<file path="src/rtl/inject_scheduler.sv">
// Local-injection scheduler: buffers flit addresses from the local core in a
// small FIFO, grants one free router input slot per cycle to the FIFO head
// with rotating priority, and raises a throttle request when the head has
// been blocked for too long.
//
// state   | meaning
// --------+-----------------------------------------------------------
// IDLE    | FIFO empty; starve counter held at zero
// PEND    | FIFO holds flits; counting consecutive blocked cycles
// STARVED | blocked for STARVE_LIM cycles; starve_req asserted until
//         | the next injection
module inject_scheduler #(
  parameter int ADDR_W     = 10,
  parameter int DEPTH      = 4,
  parameter int STARVE_LIM = 8
) (
  input  logic                     clk,
  input  logic                     rst_n,
  input  logic                     loc_valid,
  input  logic [ADDR_W-1:0]        loc_ad,
  output logic                     loc_ready,
  input  logic [3:0]               in_valid,
  output logic                     inj_valid,
  output logic [3:0]               inj_sel,
  output logic [ADDR_W-1:0]        inj_ad,
  output logic                     starve_req,
  output logic [$clog2(DEPTH):0]   occupancy
);

  localparam int PW = $clog2(DEPTH);
  localparam int CW = PW + 1;
  localparam logic [CW-1:0] DEPTH_C = CW'(DEPTH);
  localparam logic [7:0]    LIM_C   = 8'(STARVE_LIM);

  typedef enum logic [1:0] {
    IDLE    = 2'd0,
    PEND    = 2'd1,
    STARVED = 2'd2
  } state_t;

  logic [ADDR_W-1:0] mem_q [DEPTH];
  logic [ADDR_W-1:0] mem_d [DEPTH];
  logic [PW-1:0]     wr_ptr_q, wr_ptr_d;
  logic [PW-1:0]     rd_ptr_q, rd_ptr_d;
  logic [CW-1:0]     count_q, count_d;
  logic [1:0]        ptr_q, ptr_d;
  logic [7:0]        scnt_q, scnt_d;
  state_t            state_q, state_d;
  logic              starve_req_q, starve_req_d;

  logic [3:0] free;
  logic [1:0] cand;
  logic [1:0] gnt_idx;
  logic       gnt_found;
  logic       push;
  logic       pop;
  logic       blocked;

  // Rotating-priority search for the first free slot starting at ptr.
  always_comb begin
    free      = ~in_valid;
    gnt_found = 1'b0;
    gnt_idx   = ptr_q;
    cand      = '0;
    for (int i = 0; i < 4; i++) begin
      cand = ptr_q + 2'(i);
      if (!gnt_found && free[cand]) begin
        gnt_found = 1'b1;
        gnt_idx   = cand;
      end
    end
  end

  // A full FIFO never bypasses: readiness depends only on the stored count.
  assign loc_ready = (count_q < DEPTH_C);
  assign push      = loc_valid && loc_ready;
  assign pop       = (count_q != '0) && gnt_found;
  assign blocked   = (count_q != '0) && (free == 4'b0000);

  assign inj_valid  = pop;
  assign inj_sel    = pop ? (4'b0001 << gnt_idx) : 4'b0000;
  assign inj_ad     = pop ? mem_q[rd_ptr_q] : '0;
  assign starve_req = starve_req_q;
  assign occupancy  = count_q;

  // FIFO storage, pointers, count and priority pointer next-state.
  always_comb begin
    mem_d = mem_q;
    if (push) begin
      mem_d[wr_ptr_q] = loc_ad;
    end
    wr_ptr_d = push ? (wr_ptr_q + PW'(1)) : wr_ptr_q;
    rd_ptr_d = pop  ? (rd_ptr_q + PW'(1)) : rd_ptr_q;
    case ({push, pop})
      2'b10:   count_d = count_q + CW'(1);
      2'b01:   count_d = count_q - CW'(1);
      default: count_d = count_q;
    endcase
    ptr_d = pop ? (gnt_idx + 2'd1) : ptr_q;
  end

  // Starvation state machine and starve counter next-state.
  always_comb begin
    state_d = state_q;
    scnt_d  = scnt_q;
    case (state_q)
      IDLE: begin
        scnt_d = '0;
        if (push) begin
          state_d = PEND;
        end
      end
      PEND: begin
        if (pop) begin
          scnt_d = '0;
          if (count_d == '0) begin
            state_d = IDLE;
          end
        end else if (blocked) begin
          scnt_d = scnt_q + 8'd1;
          if (scnt_d >= LIM_C) begin
            state_d = STARVED;
          end
        end
      end
      STARVED: begin
        // Counter saturates while starved; any injection releases the request.
        if (pop) begin
          scnt_d  = '0;
          state_d = (count_d != '0) ? PEND : IDLE;
        end
      end
      default: begin
        state_d = IDLE;
        scnt_d  = '0;
      end
    endcase
    starve_req_d = (state_d == STARVED);
  end

  // All state registers; reset discards any buffered flits.
  always_ff @(posedge clk or negedge rst_n) begin
    if (!rst_n) begin
      mem_q        <= '{default: '0};
      wr_ptr_q     <= '0;
      rd_ptr_q     <= '0;
      count_q      <= '0;
      ptr_q        <= '0;
      scnt_q       <= '0;
      state_q      <= IDLE;
      starve_req_q <= 1'b0;
    end else begin
      mem_q        <= mem_d;
      wr_ptr_q     <= wr_ptr_d;
      rd_ptr_q     <= rd_ptr_d;
      count_q      <= count_d;
      ptr_q        <= ptr_d;
      scnt_q       <= scnt_d;
      state_q      <= state_d;
      starve_req_q <= starve_req_d;
    end
  end

endmodule

</file>
<file path="config.mk">
export PLATFORM = sky130hd
export DESIGN_NAME = inject_scheduler
export DESIGN_NICKNAME = d
export VERILOG_FILES = /design/src/rtl/inject_scheduler.sv
export SDC_FILE = /design/constraint.sdc
export NUM_CORES = 1
export LEC_CHECK = 0
export BUFFER_PORTS_ARGS = -buffer_cell sky130_fd_sc_hd__buf_2
export CORE_UTILIZATION = 45
export DETAILED_ROUTE_END_ITERATION = 16
export GPL_TIMING_DRIVEN = 0
export MAX_ROUTING_LAYER = met4
export PLACE_DENSITY = 0.6
export SLEW_MARGIN = 15
export SYNTH_ARGS = -nofsm -noshare
export SYNTH_HDL_FRONTEND = slang
export SYNTH_SLANG_ARGS = --single-unit
export TNS_END_PERCENT = 5
</file>
<file path="constraint.sdc">
create_clock -name clk -period 3.3 [get_ports clk]
set_input_delay 0.165 -clock clk [delete_from_list [all_inputs] [get_ports clk]]
set_output_delay 0.165 -clock clk [all_outputs]
set_load 0.005 [all_outputs]
</file>
# Yosys cells after proc, flatten, opt, wreduce, memory -nomap -nowiden
# Index checks and enable logic that the tools add are counted.
[totals]
output_inout_bits = 20
regBits = 60
elab_cells = 92
inputBits = 17
[classes]
mux = 36
n_reduce_logical = 16
n_shift = 1
n_bitwise = 3
n_eq_ne = 7
n_addsub = 9
n_lt_le_gt_ge = 9
[ops]
columns = ["cell", "count"]
rows = [
  ["$bwmux W40", 1],
  ["$mux W10", 4],
  ["$mux W8", 3],
  ["$bmux W10 S2", 1],
  ["$demux W10 S2", 1],
  ["$mux W2", 9],
  ["$pmux W8 S2", 1],
  ["$lt A2 B3 Y1 const B", 4],
  ["$mux W1", 9],
  ["$add A2 B1 Y2 const B", 4],
  ["$add A8 B1 Y8 const B", 1],
  ["$bmux W1 S2", 4],
  ["$ge A8 B4 Y1 const B", 1],
  ["$logic_and A1 B1 Y1", 7],
  ["$eq A2 B2 Y1 const B", 3],
  ["$ge A3 B3 Y1 const B", 2],
  ["$not A2 Y3", 2],
  ["$pmux W2 S3", 1],
  ["$pmux W3 S2", 1],
  ["$reduce_bool A3 Y1", 2],
  ["$add A2 B2 Y2 const B", 2],
  ["$eq A2 B1 Y1 const B", 2],
  ["$logic_not A4 Y1", 1],
  ["$mux W4", 1],
  ["other kinds (12)", 14],
]

# Longest topological paths before layout
# Gate-level depths: netlist (run 1).
[logic_depth]
ltp_word = 21
ltp_mapped = 13
ltp_nobuf = 11

# Worst setup path before layout (run 1)
# OpenSTA, ideal clock, no wires.
[synth_path]
path_type = "register to register"
startpoint = "register count_q[0], in the netlist occupancy[0]"
endpoint = "register state_q[0]"
path_stages_with_launch = 14
path_buffers = 2
arrival_time_ps = 2787
setup_ps = 129
required_ps = 3171
setup_slack_ps = 384
synth_period_minus_slack_ps = 2916
path_cell_list = "dfrtp_1 -> or3_1 -> buf_2 -> nand2_1 -> inv_2 -> clkbuf_1 -> ha_1 -> inv_1 -> fa_1 -> xor2_1 -> nor2_1 -> or4b_1 -> o21ai_1 -> o32ai_1"
[synth_between]
elab_chain_len = 8
elab_cells_between_ends = 19
classes_between = "2 x add/sub; 1 x order compare; 2 x eq/ne; 8 x mux; 6 x reduce/logical"
[synth_lines]
columns = ["item", "line_no", "text"]
rows = [
  ["from (decl)", "45", "logic [CW-1:0] count_q, count_d;"],
  ["from (signal assigned)", "156", "count_q <= count_d;"],
  ["$reduce_bool A3 Y1 *", "77", "assign pop = (count_q != '0) && gnt_found;"],
  ["$logic_and A1 B1 Y1 *", "77", ""],
  ["named net inj_valid", "23", "output logic inj_valid,"],
  ["$eq A2 B1 Y1 or $eq A2 B2 Y1 (tied branches)", "94", "case ({push, pop})"],
  ["$pmux W3 S2", "94", ""],
  ["$reduce_bool A3 Y1 or $logic_not A3 Y1 (tied branches)", "130, 116", ""],
  ["$mux W1 or $mux W2 (tied branches)", "130, 116", ""],
  ["$mux W2, on equally long branches", "128, 114", ""],
  ["$pmux W2 S3 *", "106", "case (state_q)"],
  ["named net state_d[0]", "48", "state_t state_q, state_d;"],
  ["to (signal assigned)", "159", "state_q <= state_d;"],
  ["to (decl)", "48", ""],
]
# Mark *: on every way through the listed nets, which the timed path passes. The rest lies on a longest branch.
# A chain may end at the register's enable or synchronous reset.

# Worst setup path in the final report (run 1)
[layout_path]
startpoint = "register count_q[1], in the netlist occupancy[1]"
endpoint = "register state_q[0]"
[layout_between]
elab_chain_len = 8
elab_cells_between_ends = 19
classes_between = "2 x add/sub; 1 x order compare; 2 x eq/ne; 8 x mux; 6 x reduce/logical"
[layout_lines]
columns = ["item", "line_no"]
rows = [
  ["$lt A3 B3 Y1 or $reduce_bool A3 Y1 (tied branches)", "75, 77, 78"],
  ["$logic_and A1 B1 Y1, on equally long branches", "76, 77"],
  ["$eq A2 B1 Y1 or $eq A2 B2 Y1 (tied branches)", "94"],
  ["$pmux W3 S2", "94"],
  ["$reduce_bool A3 Y1 or $logic_not A3 Y1 (tied branches)", "130, 116"],
  ["$mux W1 or $mux W2 (tied branches)", "130, 116"],
  ["$mux W2, on equally long branches", "128, 114"],
  ["$pmux W2 S3 *", "106"],
  ["named net state_d[0]", "48"],
]
# Marked as above.

==> out/summary.txt, run 1 <==
synth warn - 0
Slew @ Worst Pin - 0.7706 ns
Worst-Skew Late Latency - 0.33 ns
Hold WS - 0.1040 ns
register area share after synthesis - 48.64%
first-pass GRT wire length - 10490 um
critical path's largest stage delay - 0.51 ns
wire length per cell - 16.11 um
P per Cell Area - 920.7 nW/um^2
initial core utilization - 47.52%
CTS tree - done
Critical Path Start - occupancy[1]$_DFF_PN0_
Crit path depth - 12
fin area - 3580 sq um
async set-reset flop share out of synthesis - 100.0%
area taken by multi-input logic gates - 1503 sq um
TritonCTS Buffers - 9
H-tree depth - 3
vias in the first global route - 2115
max-cap viol count - 0
Vert. Die Dim - 84.82 um
Worst EP required - 3.50 ns
Site Rows - 29
Critical Path Start Type - flop
die area - 7194 sq um
fin nets - 328
Final Setup Violations - 0
reg-to-reg startpoint - occupancy[1]$_DFF_PN0_
worst path buffer plus inverter count - 3
Routability Congestion - 0.7347
Post-synth EDFFs - 0
clock root cell - clkbuf_8
IO Port Bufs - 36
DP HPWL - 4040 um
post-synth top area share - 48.64%
Hold Crit Class - in -> reg
Fmax - 0.3472 GHz
outcome - finished with violations
maximum resistive drop on vdd - 0.0005988 V
CP max-delay cell - or4b_1
RSZ-0062 raised after global routing - no
leakage power - 0.001655 uW
Layout area overhead - 15.97%
I/O Pins - 37
slew margin rel. - 48.63%
Setup Skew - 0.008809 ns
postcts setup bufs - 0
Placement Cell Area - 3366 sq um
gr ovfl total - 0
critical path class - reg -> reg
DR vias - 2086
Syn Nets - 281
Avg Inst Size Synth - 12.20 sq um
overall power - 3296 uW
post-synth top area cell - dfrtp_1
DRT Pass-1 Iters - 11
layout cells sized above 1 - 36.07%
Via-to-Cell Ratio - 5.461
Synth cell types - 43
failing checks - design-rule violations
largest net degree at the start of global routing - 61
Mapped Area - 3087 sq um
fin crit period - 2.880 ns
register bit total from synthesis - 60
crit path capture - state_q[0]$_DFF_PN0_
antenna violations before repair - 0
Fillers - 568
r2r endpoint - state_q[0]$_DFF_PN0_
clock-pin slew on the worst setup and hold paths - 0.07 ns
Max Slew Vio Count - 0
Die X - 84.82 um
crit-path cells - or3_1 -> buf_2 -> nand2_2 -> inv_4 -> ha_1 -> inv_1 -> fa_1 -> xor2_1 -> nor2_1 -> or4b_1 -> o21ai_1 -> o32ai_1
residual DRC count - 3
Worst Path Max Fanout - 13
Placeable Area - 6495 sq um
Area contributors post-synth - dfrtp_1 49%, mux2_2 15%, mux4_2 7.3%
post-route clock period utilization - 87.28%
fin util - 55.11%
Top delay family on crit path - simple AND/OR/NAND/NOR gates
most used flip-flop cell after synthesis - dfrtp_1
# diodes - 0
Setup crit end kind - flop
R2R Setup Slk - 0.42 ns
Syn Inst Count - 253
FF+latch area - 1501 sq um
Hold Fails Final Rpt - 0
clk buf depth - 2
r2r worst-path depth - 12
DRT iter0 DRCs - 129
Antenna Nets Post-Route - 0
critical path arrival - 3.09 ns
total clock sinks - 60
drt total wl - 6155 um
GR Util All Layers - 19.84%
report_power, final:
group	switching (uW)	total [uW]	leakage [uW]	internal, uW
Combinational	604	1390	0.000815	787
Sequential	180	1230	0.000738	1050
Clock	283	670	0.000102	388
state kept, by name, indices dropped and copies added (netlist names):
name / cells
ptr_q: 2
starve_req: 1
state_q: 2
scnt_q: 8
rd_ptr_q: 2
wr_ptr_q: 2
occupancy: 3
mem_q: 40
layout by cell type (no fill, tap or decap), types with 3 or more instances in the layout:
cell type / count
o21ai_1: 4
nand3b_1: 4
and3_1: 15
inv_1: 11
clkbuf_1: 5
clkbuf_8: 11
mux2_2: 40
o21ai_0: 6
nand2_1: 15
mux4_2: 10
dfrtp_1: 60
xnor2_1: 7
ha_1: 10
nor2_1: 14
o22ai_1: 3
a31oi_1: 3
buf_2: 37
a21oi_1: 8
nand3_1: 4
per-stage QoR:
stage	std cells	setup TNS [ns]	setup slack (ns)
after floorplan	253	0	0.3843
after global placement	366	-0.09785	-0.09785
after detailed placement	366	-0.08578	-0.08578
after CTS	382	0	0.2290
after global routing	382	0	0.1367
final	382	0	0.4197
final cells by class:
class | count | area share, %
Buffer | 7 | 1.014
Timing Repair Buffer | 37 | 5.383
Multi-Input combinational cell | 173 | 41.98
Tap cell | 77 | 2.691
Sequential cell | 60 | 41.94
Clock inverter | 4 | 1.328
Inverter | 12 | 1.328
Clock buffer | 12 | 4.334
worst reg2reg max path, delay by kind of cell (launching register included):
kind / cells / cell delay, ns
adders and majority gates: 2 / 0.42
AOI/OAI and AO/OA: 2 / 0.23
buffers and inverters: 3 / 0.38
xor gates and xnor gates: 1 / 0.23
DFF: 1 / 0.40
and+or+nand+nor: 4 / 1.12
synth_stat cells (2+ instances only):
cell type,number
mux4_2,10
o21ai_0,6
and3_1,15
nor2_1,14
clkbuf_1,5
nand3_1,4
xnor2_1,7
nand2_1,16
o22ai_1,3
nand3b_1,4
o21a_1,2
inv_1,11
buf_2,2
nand4_1,2
and2_1,2
a21oi_1,8
ha_1,10
a22oi_1,2
dfrtp_1,60
nor2b_1,2
o21ai_1,4
nand2b_1,2
mux2_2,40
a31oi_1,3
worst min-delay path by stage:
stage / startpoint / end / cells after the start / slack, ns
global placement: loc_ad[5] / mem_q[35]$_DFFE_PN0P_ / 2 / 0.45
global route: loc_ad[8] / mem_q[38]$_DFFE_PN0P_ / 2 / 0.10
finish: loc_ad[7] / mem_q[17]$_DFFE_PN0P_ / 2 / 0.10
detailed placement: rst_n / mem_q[4]$_DFFE_PN0P_ / 1 / 0.30
CTS: loc_ad[7] / mem_q[37]$_DFFE_PN0P_ / 2 / 0.09
floorplan: rst_n / mem_q[0]$_DFFE_PN0P_ / 0 / -0.13
layer usage:
metal  GRT usage, %  share of wire, %
met2          29.93                45
met4          7.858               1.7
met5              -                 0
met1          26.65                51
met3          3.891               2.9
logic make-up (layout without fill, tap and decap cells):
group,count (synthesis),after routing,share of synthesized area [%]
AO/OA/AOI/OAI,36,36,8.148
XOR/XNOR,8,8,2.270
adder cells (fa/ha/maj),11,11,4.702
buffers and inverters,20,72,2.756
flip-flops,60,60,48.64
multiplexers,50,50,21.89
AND/OR/NAND/NOR,68,68,11.59
what timing repair did:
action,CTS,global route
gates resized for setup,0,2
setup endpoints to repair,1,1
hold buffers,1,0
hold endpoints to repair,60,0
No activity file was read; power rests on OpenSTA's default activity.
==> run 2: changes to the inputs <==
CELL_PAD_IN_SITES_DETAIL_PLACEMENT = 0   (was default)
CELL_PAD_IN_SITES_GLOBAL_PLACEMENT = 1   (was default)
PLACE_DENSITY = 0.73   (was 0.6)
==> run 2 against run 1 <==
Effect of this change: the flow still finishes with violations (design-rule violations); sequential share of layout area down 0.073 points; via count down 1.5%; power up 1.1%; utilization up 0.096 points; largest power group unchanged; setup slack worse by 0.049 ns; die area unchanged; first-iteration DRC count down 5.4%; highest routed layer unchanged; clock-buffer cell count down 1; non-clock buffer count unchanged; largest cell class unchanged; fmax down 1.7%; sequential cell count unchanged; final cell count down 0.79%.
==> out/summary.txt, run 2 (synthesis results as in run 1) <==
gr ovfl total - 0
Worst-Skew Late Latency - 0.32 ns
critical path arrival - 3.13 ns
leakage power - 0.001660 uW
DR vias - 2055
maximum resistive drop on vdd - 0.0004811 V
overall power - 3331 uW
Max Slew Vio Count - 0
r2r endpoint - state_q[0]$_DFF_PN0_
CP max-delay cell - or4b_1
TritonCTS Buffers - 9
Worst EP required - 3.50 ns
I/O Pins - 37
Slew @ Worst Pin - 0.7630 ns
fin util - 55.21%
Final Setup Violations - 0
IO Port Bufs - 36
DRT iter0 DRCs - 122
initial core utilization - 47.52%
Setup crit end kind - flop
commonest non-fill, non-tap cell in the layout - dfrtp_1
postcts setup bufs - 0
failing checks - design-rule violations
Vert. Die Dim - 84.82 um
hold depth - 2
outcome - finished with violations
DP HPWL - 3998 um
critical path's largest stage delay - 0.50 ns
clock root cell - clkbuf_8
antenna violations before repair - 0
total clock sinks - 60
die area - 7194 sq um
largest net degree at the start of global routing - 61
clk buf depth - 2
most frequent cells in the layout - 60 x dfrtp_1, 40 x mux2_2, 37 x buf_2
worst path buffer plus inverter count - 3
P per Cell Area - 929.0 nW/um^2
residual DRC count - 2
Top delay family on crit path - simple AND/OR/NAND/NOR gates
post-route clock period utilization - 88.75%
reg-to-reg startpoint - occupancy[0]$_DFF_PN0_
drt total wl - 5995 um
Top reg by flops - mem_q
R2R Setup Slk - 0.37 ns
Via-to-Cell Ratio - 5.422
DRT Pass-1 Iters - 12
slew margin rel. - 49.13%
crit-path cells - or3_1 -> buf_2 -> nand2_2 -> inv_2 -> ha_1 -> inv_1 -> fa_1 -> xor2_1 -> nor2_1 -> or4b_1 -> o21ai_1 -> o32ai_1
Die X - 84.82 um
GR Util All Layers - 19.45%
wire length per cell - 15.82 um
Routability Congestion - 0.7839
fin nets - 328
hold path startpoint - loc_ad[7]
Top Layer Used - met4
r2r worst-path depth - 12
# diodes - 0
critical path class - reg -> reg
vias in the first global route - 2146
Site Rows - 29
Hold Fails Final Rpt - 0
Worst Path Max Fanout - 13
Critical Path Start Type - flop
Hold Crit Class - in -> reg
Hold EP - mem_q[17]$_DFFE_PN0P_
Fmax - 0.3414 GHz
RSZ-0062 raised after global routing - no
Setup Skew - 0.005128 ns
max-cap viol count - 0
H-tree depth - 3
fin crit period - 2.929 ns
first-pass GRT wire length - 10380 um
Layout area overhead - 16.17%
CTS tree - done
Placeable Area - 6495 sq um
max FFs per register - 40
clock-pin slew on the worst setup and hold paths - 0.06 ns
met3 wire length - 152 um
M1 WL - 2931 um
Antenna Nets Post-Route - 0
met2 routed WL - 2841 um
layout cells sized above 1 - 35.76%
## run 2: cell types whose count changed in the layout (fill, tap and decap cells not counted)
cell        delta
inv_2          +1
clkbuf_1       -1
clkinvlp_4     -1
bufinv_16      +1
inv_4          -1
clkinv_2       -2
## run 2: where the power goes
group | internal [uW] | leakage, uW | total (uW) | switching, uW
registers | 1050 | 0.000738 | 1240 | 182
logic | 784 | 0.000814 | 1380 | 592
clock network | 454 | 0.000107 | 719 | 265
## run 2: stage by stage
stage                     hold WS, ns  setup TNS, ns  std cells  cell area, sq um  setup WS [ns]
final                          0.1181              0        379              3586         0.3711
after global routing           0.1104              0        379              3586         0.1011
after CTS                      0.1023              0        379              3583         0.2114
after detailed placement       0.2932        -0.1477        366              3366        -0.1477
after global placement         0.4471       -0.09714        366              3363       -0.09714
after floorplan               -0.1306              0        253              3087         0.3843
## run 2: final cells by class
class                   count  area (sq um)
well taps                  77         96.34
repair buffers             37         192.7
clock inverters             2         60.06
clock buffers              11         151.4
flip-flops and latches     60          1501
inverters                  12         45.04
multi-input cells         173          1503
plain buffers               7         36.28
fillers                   569          2909
## run 2: what timing repair did
action,in CTS,in global routing
resized for setup,0,1
hold buffers,1,0
pin swaps,0,0
endpoints found under the hold margin,60,0
setup endpoints to repair,1,1
## run 2: layer usage
| metal | vias up | GRT usage (%) |
|---|---|---|
| li1 | 1005 | - |
| met1 | 1016 | 24.84 |
| met2 | 27 | 31.19 |
| met3 | 7 | 3.502 |
| met4 | 0 | 7.396 |
| met5 | - | - |
## run 2: how the worst max path moves through the flow
stage	cells past startpoint	start	end
after floorplan	13	occupancy[0]$_DFF_PN0_	state_q[0]$_DFF_PN0_
after global placement	13	occupancy[0]$_DFF_PN0_	state_q[0]$_DFF_PN0_
after detailed placement	13	occupancy[0]$_DFF_PN0_	state_q[0]$_DFF_PN0_
after CTS	12	occupancy[1]$_DFF_PN0_	state_q[0]$_DFF_PN0_
after global routing	12	occupancy[0]$_DFF_PN0_	state_q[0]$_DFF_PN0_
final	12	occupancy[0]$_DFF_PN0_	state_q[0]$_DFF_PN0_
